$ cat config.mk
export PLATFORM = sky130hd
export DESIGN_NAME = cmp_trig
export DESIGN_NICKNAME = d
export VERILOG_FILES = /design/src/rtl/cmp_trig_pkg.sv /design/src/rtl/cmp_trig_ch.sv /design/src/rtl/cmp_trig.sv
export SDC_FILE = /design/constraint.sdc
export NUM_CORES = 1
export LEC_CHECK = 0
export CELL_PAD_IN_SITES_DETAIL_PLACEMENT = 1
export CELL_PAD_IN_SITES_GLOBAL_PLACEMENT = 1
export CORE_MARGIN = 5
export CORE_UTILIZATION = 39
export CTS_CLUSTER_DIAMETER = 200
export DETAILED_ROUTE_END_ITERATION = 6
export HOLD_SLACK_MARGIN = 0.15
export PLACE_DENSITY = 0.88
export SYNTH_ARGS = -nofsm -noshare
export SYNTH_HDL_FRONTEND = slang
export SYNTH_HIERARCHICAL = 1
export SYNTH_SLANG_ARGS = --single-unit
$ cat constraint.sdc
create_clock -name clk -period 2.9 [get_ports clk]
set_input_delay 0.58 -clock clk [delete_from_list [all_inputs] [get_ports clk]]
set_output_delay 0.58 -clock clk [all_outputs]
set_load 0.02 [all_outputs]
$ cat src/rtl/cmp_trig_pkg.sv
// Shared definitions for the cmp_trig multi-channel threshold trigger.
// Holds the per-channel FSM state type and the default parameter values.
package cmp_trig_pkg;

    localparam int CMP_TRIG_WIDTH = 12;
    localparam int CMP_TRIG_NCH   = 4;
    localparam int CMP_TRIG_CNT_W = 8;

    typedef enum logic [1:0] {
        ST_IDLE  = 2'd0,
        ST_QUAL  = 2'd1,
        ST_HOLD  = 2'd2,
        ST_REARM = 2'd3
    } state_t;

endpackage

$ cat src/rtl/cmp_trig_ch.sv
// One trigger channel: registered threshold compare followed by the qualify/holdoff FSM.
// Signed comparison is selected with the CMP_TRIG_SIGNED_EN macro (unsigned by default).
module cmp_trig_ch
    import cmp_trig_pkg::*;
#(
    parameter int P_WIDTH = CMP_TRIG_WIDTH,
    parameter int P_CNT_W = CMP_TRIG_CNT_W
) (
    input  logic               clk,
    input  logic               rst_n,
    input  logic [P_WIDTH-1:0] sample_i,
    input  logic               valid_i,
    input  logic [P_WIDTH-1:0] thresh_i,
    input  logic               gt_i,
    input  logic               lt_i,
    input  logic               et_i,
    input  logic [P_CNT_W-1:0] min_len_i,
    input  logic [P_CNT_W-1:0] holdoff_i,
    input  logic               arm_i,
    output logic               trig_o,
    output logic               busy_o
);

    logic is_gt;
    logic is_lt;
    logic is_eq;
    logic match_d;
    logic match_q;
    logic match_vld_q;

    always_comb begin
`ifdef CMP_TRIG_SIGNED_EN
        is_gt = $signed(sample_i) > $signed(thresh_i);
        is_lt = $signed(sample_i) < $signed(thresh_i);
`else
        is_gt = sample_i > thresh_i;
        is_lt = sample_i < thresh_i;
`endif
        is_eq   = sample_i == thresh_i;
        match_d = (is_gt && gt_i) || (is_lt && lt_i) || (is_eq && et_i);
    end

    // Stage 1 keeps running regardless of arm.
    always_ff @(posedge clk or negedge rst_n) begin
        if (!rst_n) begin
            match_q     <= 1'b0;
            match_vld_q <= 1'b0;
        end else begin
            match_q     <= match_d;
            match_vld_q <= valid_i;
        end
    end

    state_t             state_q;
    state_t             state_d;
    logic [P_CNT_W-1:0] cnt_q;
    logic [P_CNT_W-1:0] cnt_d;
    logic               trig_q;
    logic               trig_d;
    logic [P_CNT_W-1:0] eff_min;
    logic [P_CNT_W:0]   cnt_inc;
    logic               fire;

    always_comb begin
        eff_min = (min_len_i == '0) ? P_CNT_W'(1) : min_len_i;
        cnt_inc = {1'b0, cnt_q} + (P_CNT_W + 1)'(1);
    end

    always_comb begin
        state_d = state_q;
        cnt_d   = cnt_q;
        trig_d  = 1'b0;
        fire    = 1'b0;
        if (!arm_i) begin
            state_d = ST_IDLE;
            cnt_d   = '0;
        end else if (match_vld_q) begin
            case (state_q)
                ST_IDLE: begin
                    if (match_q) begin
                        if (eff_min <= P_CNT_W'(1)) begin
                            fire = 1'b1;
                        end else begin
                            state_d = ST_QUAL;
                            cnt_d   = P_CNT_W'(1);
                        end
                    end
                end
                ST_QUAL: begin
                    // >= rather than == so a lowered min_len cannot strand the count.
                    if (!match_q) begin
                        state_d = ST_IDLE;
                        cnt_d   = '0;
                    end else if (cnt_inc >= {1'b0, eff_min}) begin
                        fire = 1'b1;
                    end else begin
                        cnt_d = cnt_q + P_CNT_W'(1);
                    end
                end
                ST_HOLD: begin
                    if (cnt_q <= P_CNT_W'(1)) begin
                        state_d = ST_REARM;
                        cnt_d   = '0;
                    end else begin
                        cnt_d = cnt_q - P_CNT_W'(1);
                    end
                end
                ST_REARM: begin
                    if (!match_q) begin
                        state_d = ST_IDLE;
                    end
                end
                default: begin
                    state_d = ST_IDLE;
                    cnt_d   = '0;
                end
            endcase
            // A zero holdoff skips HOLD entirely.
            if (fire) begin
                trig_d = 1'b1;
                if (holdoff_i == '0) begin
                    state_d = ST_REARM;
                    cnt_d   = '0;
                end else begin
                    state_d = ST_HOLD;
                    cnt_d   = holdoff_i;
                end
            end
        end
    end

    always_ff @(posedge clk or negedge rst_n) begin
        if (!rst_n) begin
            state_q <= ST_IDLE;
            cnt_q   <= '0;
            trig_q  <= 1'b0;
        end else begin
            state_q <= state_d;
            cnt_q   <= cnt_d;
            trig_q  <= trig_d;
        end
    end

    assign trig_o = trig_q;
    assign busy_o = (state_q != ST_IDLE);

endmodule

$ cat src/rtl/cmp_trig.sv
// Multi-channel comparator trigger: P_NCH independent cmp_trig_ch instances.
// Optional macro CMP_TRIG_SIGNED_EN switches all channels to signed comparison.
module cmp_trig
    import cmp_trig_pkg::*;
#(
    parameter int P_WIDTH = CMP_TRIG_WIDTH,
    parameter int P_NCH   = CMP_TRIG_NCH,
    parameter int P_CNT_W = CMP_TRIG_CNT_W
) (
    input  logic                       clk,
    input  logic                       rst_n,
    input  logic [P_NCH*P_WIDTH-1:0]   adc_data,
    input  logic                       adc_valid,
    input  logic [P_WIDTH-1:0]         thresh,
    input  logic                       gt,
    input  logic                       lt,
    input  logic                       et,
    input  logic [P_CNT_W-1:0]         min_len,
    input  logic [P_CNT_W-1:0]         holdoff,
    input  logic                       arm,
    output logic [P_NCH-1:0]           trig,
    output logic                       trig_any,
    output logic [P_NCH-1:0]           busy
);

    generate
        for (genvar gi = 0; gi < P_NCH; gi++) begin : g_ch
            cmp_trig_ch #(
                .P_WIDTH (P_WIDTH),
                .P_CNT_W (P_CNT_W)
            ) u_ch (
                .clk       (clk),
                .rst_n     (rst_n),
                .sample_i  (adc_data[gi*P_WIDTH +: P_WIDTH]),
                .valid_i   (adc_valid),
                .thresh_i  (thresh),
                .gt_i      (gt),
                .lt_i      (lt),
                .et_i      (et),
                .min_len_i (min_len),
                .holdoff_i (holdoff),
                .arm_i     (arm),
                .trig_o    (trig[gi]),
                .busy_o    (busy[gi])
            );
        end
    endgenerate

    assign trig_any = |trig;

endmodule

==> impl_metrics.csv <==
group,metric,value,unit
drt,remaining_drc_errors,0,
yosys,synth_seq_area_share,0.181,
placement,placedInstanceArea,0.00919,mm²
grt,grt_max_degree,28,
power,power_share_of_the_combinational_group,0.706,
floorplanning,design.die.area,0.0213,mm²
drt,finalWirelength,41.7,mm
setup_path,count_of_buffer_and_inverter_cells_on_the_critical_path,3,
grt,globalRouteOverflowTotal,0,
timing,hold_viol_final,0,
final_layout,post_route_cells_drive_above_1_share,0.344,
cts,cts-buffers-inserted,5,
final_layout,post-route-cell-area,0.0108,mm²
placement,dp_hpwl,22.1,mm
power,cellLeakagePower,4.98,nW
yosys,post_synth_num_cell_types,77,
cts,cts_max_level,2,
setup_path,worst-setup-path-type,"input port to flip-flop",
run_status,failed_checks,"setup timing",
timing,layout_setup_ws,-1.30,ns
grt,grt_usage,0.278,
timing,timing.clock.skew,0.0145,ns
yosys,synth.ff_latch_count,52,
setup_path,worst-endpoint-required,3.03,ns
final_layout,instances_no_fill,1361,
yosys,synth.avg_cell_area,8.30,µm²
hold_path,hold_path_class,"input port to asynchronous set/reset pin",
floorplanning,placement_rows,49,
placement,gpl.final_weighted_congestion,0.873,
timing,clock.fmax,0.238,GHz
setup_path,arrival,4.33,ns
setup_path,worstPathCellList,"buf_4, or4_4, nor4_4, or2_4, ha_4, nor2b_4, o21ai_2, nand4_1, buf_4, nand3_4, nor3b_4, buf_4, a21oi_1, a2bb2oi_2",
grt,number_of_antenna_violations_at_the_first_check_in_global_routing,6,
power,cellInternalPower,2.83,mW
power,total_power,5.81,mW
timing,setup_viol,42,
placement,port_buffers,91,
timing,rsz0062_at_grt,"yes",
power,power.share.switching,0.512,
cts,ctsRootBufferMaster,"sky130_fd_sc_hd__clkbuf_16",
drt,vias_per_cell,6.76,
power,power.net_switching,2.97,mW
yosys,mappedNetlistNets,1063,
cts,path_clk_slew,0.09,ns
cts,cts_max_path_buffers,2,
final_layout,nets,1325,
yosys,ys_warn_count,6,
cts,insertion_delay,0.33,ns
final_layout,utilization,0.597,
setup_path,worst_setup_path_start_kind,"input port",
floorplanning,initial_utilization,0.398,
yosys,synth_async_sr_flop_share,1.00,
cts,tritoncts_sink_count,52,
power,power_density,538,mW/mm²
timing,fin_tns_setup,-13.20,ns
timing,final.min_clock_period,4.20,ns
timing,worst-slew-pin-transition,0.894,ns
drt,drt_pass_1_iters,4,
setup_path,critPathSlowestCell,"sky130_fd_sc_hd__a21oi_1",
cts,tritoncts,"built",
floorplanning,die_width,146,µm
floorplanning,placeableCoreArea,0.0181,mm²
placement,place_inst,1294,
power,power.sequential.fraction,0.175,
run_status,outcome,"finished with violations",
setup_path,end_kind,"flip-flop",
final_layout,layout-area-overhead-vs-synth,49.9,%
setup_path,worst-path-max-fanout,6,
floorplanning,die_height,146,µm
setup_path,cpPeakStageDelay,0.64,ns
drt,detailedRoute.firstIterationViolations,823,
grt,first_global_vias,8987,
setup_path,crit_path_frequent_cell,"sky130_fd_sc_hd__buf_4",
timing,timing_max_transition_violations_final,0,
yosys,dominantRegCellSynth,"sky130_fd_sc_hd__dfrtp_1",
timing,max-slew-margin-rel,0.404,
job,max_cap_viols,0,
timing,final.hold.worst_slack,0.330,ns
grt,grt_pass1_wl,47.9,mm
power,vdd.ir_drop.worst,0.000416,V
floorplanning,io-pin-count,92,
drt,routed_vias,9202,
timing,post-route-period-util,1.45,
drt,ant_nets,0,
yosys,post_synth_inst_count,868,
placement,preCtsSetupSlack,-0.904,ns
yosys,synthesis.area,0.00721,mm²
drt,wl_per_cell,30.6,µm
yosys,synth-edff-count,0,
power,clkPwrFrac,0.119,
setup_path,critical-path-top-delay-family,"simple AND/OR/NAND/NOR gates",
[cell usage after synthesis, types with 4 or more instances]
| cell | number | share of area |
|---|---|---|
| sky130_fd_sc_hd__a211oi_1 | 4 | 0.0042 |
| sky130_fd_sc_hd__a21o_1 | 16 | 0.017 |
| sky130_fd_sc_hd__a21oi_1 | 42 | 0.029 |
| sky130_fd_sc_hd__a221oi_1 | 5 | 0.0061 |
| sky130_fd_sc_hd__a22o_1 | 6 | 0.0073 |
| sky130_fd_sc_hd__a22oi_1 | 17 | 0.018 |
| sky130_fd_sc_hd__a2bb2oi_1 | 7 | 0.0085 |
| sky130_fd_sc_hd__a31oi_1 | 11 | 0.0096 |
| sky130_fd_sc_hd__a32oi_1 | 9 | 0.011 |
| sky130_fd_sc_hd__a41oi_1 | 5 | 0.0061 |
| sky130_fd_sc_hd__and2_1 | 12 | 0.010 |
| sky130_fd_sc_hd__and4_1 | 5 | 0.0061 |
| sky130_fd_sc_hd__buf_2 | 13 | 0.0090 |
| sky130_fd_sc_hd__buf_6 | 7 | 0.011 |
| sky130_fd_sc_hd__clkbuf_8 | 5 | 0.0096 |
| sky130_fd_sc_hd__dfrtp_1 | 52 | 0.18 |
| sky130_fd_sc_hd__ha_1 | 112 | 0.19 |
| sky130_fd_sc_hd__inv_1 | 112 | 0.058 |
| sky130_fd_sc_hd__mux2i_1 | 9 | 0.013 |
| sky130_fd_sc_hd__nand2_1 | 58 | 0.030 |
| sky130_fd_sc_hd__nand2b_1 | 5 | 0.0043 |
| sky130_fd_sc_hd__nand3_1 | 24 | 0.017 |
| sky130_fd_sc_hd__nand4_1 | 17 | 0.015 |
| sky130_fd_sc_hd__nor2_1 | 63 | 0.033 |
| sky130_fd_sc_hd__nor2b_1 | 6 | 0.0052 |
| sky130_fd_sc_hd__nor3_1 | 13 | 0.0090 |
| sky130_fd_sc_hd__nor3_2 | 6 | 0.0083 |
| sky130_fd_sc_hd__nor4_1 | 15 | 0.013 |
| sky130_fd_sc_hd__o211ai_1 | 17 | 0.018 |
| sky130_fd_sc_hd__o21a_1 | 12 | 0.013 |
| sky130_fd_sc_hd__o21ai_0 | 35 | 0.024 |
| sky130_fd_sc_hd__o221ai_1 | 6 | 0.0073 |
| sky130_fd_sc_hd__o2bb2ai_1 | 22 | 0.027 |
| sky130_fd_sc_hd__or2_2 | 5 | 0.0043 |
| sky130_fd_sc_hd__or4_4 | 7 | 0.011 |
| sky130_fd_sc_hd__xnor2_1 | 14 | 0.017 |
| sky130_fd_sc_hd__xor2_1 | 19 | 0.023 |
[final cells by class]
| cell class | instances | area [µm²] |
|---|---|---|
| fill | 2041 | 7290 |
| multi-input combinational | 671 | 6150 |
| timing repair buffer | 288 | 2480 |
| sequential | 52 | 1320 |
| inverter | 112 | 420 |
| tap | 229 | 287 |
| clock buffer | 6 | 139 |
| clock inverter | 2 | 10.0 |
| antenna | 1 | 2.50 |
[worst reg2reg max path, cell delays in order, from the launching register on]
cell and delay [ns]:
sky130_fd_sc_hd__dfrtp_1 0.42, sky130_fd_sc_hd__buf_4 0.17, sky130_fd_sc_hd__buf_4 0.14, sky130_fd_sc_hd__inv_1 0.12, sky130_fd_sc_hd__ha_4 0.24, sky130_fd_sc_hd__ha_1 0.49
sky130_fd_sc_hd__nand2_2 0.13, sky130_fd_sc_hd__o21ai_2 0.18, sky130_fd_sc_hd__nand4_1 0.36, sky130_fd_sc_hd__a41oi_2 0.39, sky130_fd_sc_hd__nor2_2 0.07, sky130_fd_sc_hd__buf_4 0.18
sky130_fd_sc_hd__a21oi_1 0.62, sky130_fd_sc_hd__a2bb2oi_2 0.29
[routing by layer]
metal	share of wire	vias up	GRT usage
li1	-	3724	-
met1	0.34	4413	0.311
met2	0.45	722	0.485
met3	0.11	333	0.0607
met4	0.099	10	0.164
met5	0.0016	-	0
[timing repair]
| item | 4_1_cts | 5_1_grt |
|---|---|---|
| setup buffers | 14 | 46 |
| cloned | 0 | 0 |
| setup endpoints to repair | 44 | 44 |
| pin swaps | 22 | 73 |
| gates resized for setup | 72 | 163 |
| hold buffers | 0 | 0 |
[power by group through the flow]
stage / registers (mW) / logic (mW) / clock network (mW)
finish: 1.02 / 4.10 / 0.691
global placement: 0.980 / 2.55 / 0
floorplan: 0.934 / 1.75 / 0
CTS: 0.974 / 2.93 / 0.673
detailed placement: 0.990 / 2.69 / 0
global route: 1.02 / 4.21 / 0.719
[state kept, by name, summed over array words and instances (netlist names)]
register               count
g_ch.u_ch/cnt_q           32
g_ch.u_ch/match_q          4
g_ch.u_ch/match_vld_q      4
g_ch.u_ch/state_q          8
g_ch.u_ch/trig_o           4
[path summary, 6_finish.rpt]
path	start	end	slack, ns	cells after the start
setup / recovery	min_len[7]	g_ch[1].u_ch/cnt_q[7]$_DFFE_PN0P_	-1.30	14
hold reg to reg	g_ch[0].u_ch/match_vld_q$_DFF_PN0_	g_ch[0].u_ch/trig_o$_DFF_PN0_	0.52	1
max in group asynchronous	rst_n	g_ch[0].u_ch/state_q[0]$_DFFE_PN0P_	1.82	2
min in group clk	g_ch[0].u_ch/match_vld_q$_DFF_PN0_	g_ch[0].u_ch/trig_o$_DFF_PN0_	0.52	1
setup reg to reg	g_ch[1].u_ch/cnt_q[0]$_DFFE_PN0P_	g_ch[1].u_ch/cnt_q[7]$_DFFE_PN0P_	-1.10	13
hold / removal	rst_n	g_ch[3].u_ch/cnt_q[5]$_DFFE_PN0P_	0.33	1
[layout by cell type, fill, tap and decap left out, types with 9 or more instances in the layout]
cell type	netlist	routed
sky130_fd_sc_hd__a21o_1	16	16
sky130_fd_sc_hd__o21ai_0	35	26
sky130_fd_sc_hd__buf_4	3	180
sky130_fd_sc_hd__nor4_1	15	12
sky130_fd_sc_hd__dfrtp_2	0	11
sky130_fd_sc_hd__a21oi_1	42	34
sky130_fd_sc_hd__a22oi_1	17	14
sky130_fd_sc_hd__dfrtp_1	52	41
sky130_fd_sc_hd__clkdlybuf4s50_1	0	82
sky130_fd_sc_hd__nand3_1	24	16
sky130_fd_sc_hd__inv_1	112	112
sky130_fd_sc_hd__o21a_1	12	12
sky130_fd_sc_hd__nand2_1	58	54
sky130_fd_sc_hd__and2_1	12	11
sky130_fd_sc_hd__o211ai_1	17	17
sky130_fd_sc_hd__ha_1	112	99
sky130_fd_sc_hd__nor2_4	0	10
sky130_fd_sc_hd__ha_4	0	9
sky130_fd_sc_hd__xor2_1	19	11
sky130_fd_sc_hd__o2bb2ai_1	22	16
sky130_fd_sc_hd__nor2_2	1	9
sky130_fd_sc_hd__buf_6	7	16
sky130_fd_sc_hd__nor2_1	63	45
sky130_fd_sc_hd__nand4_1	17	17
[cells by family (layout without fill, tap and decap cells)]
| logic type | Yosys count | in the layout | share of synthesized area |
|---|---|---|---|
| xor+xnor | 33 | 33 | 0.0401 |
| flops | 52 | 52 | 0.181 |
| other cells | 0 | 1 | 0 |
| compound gates | 260 | 260 | 0.283 |
| fa+ha+maj | 112 | 112 | 0.194 |
| mux | 9 | 9 | 0.0125 |
| buf+inv | 145 | 408 | 0.0943 |
| simple gates | 257 | 257 | 0.195 |
Note: power is estimated with default switching activity, not from simulation.
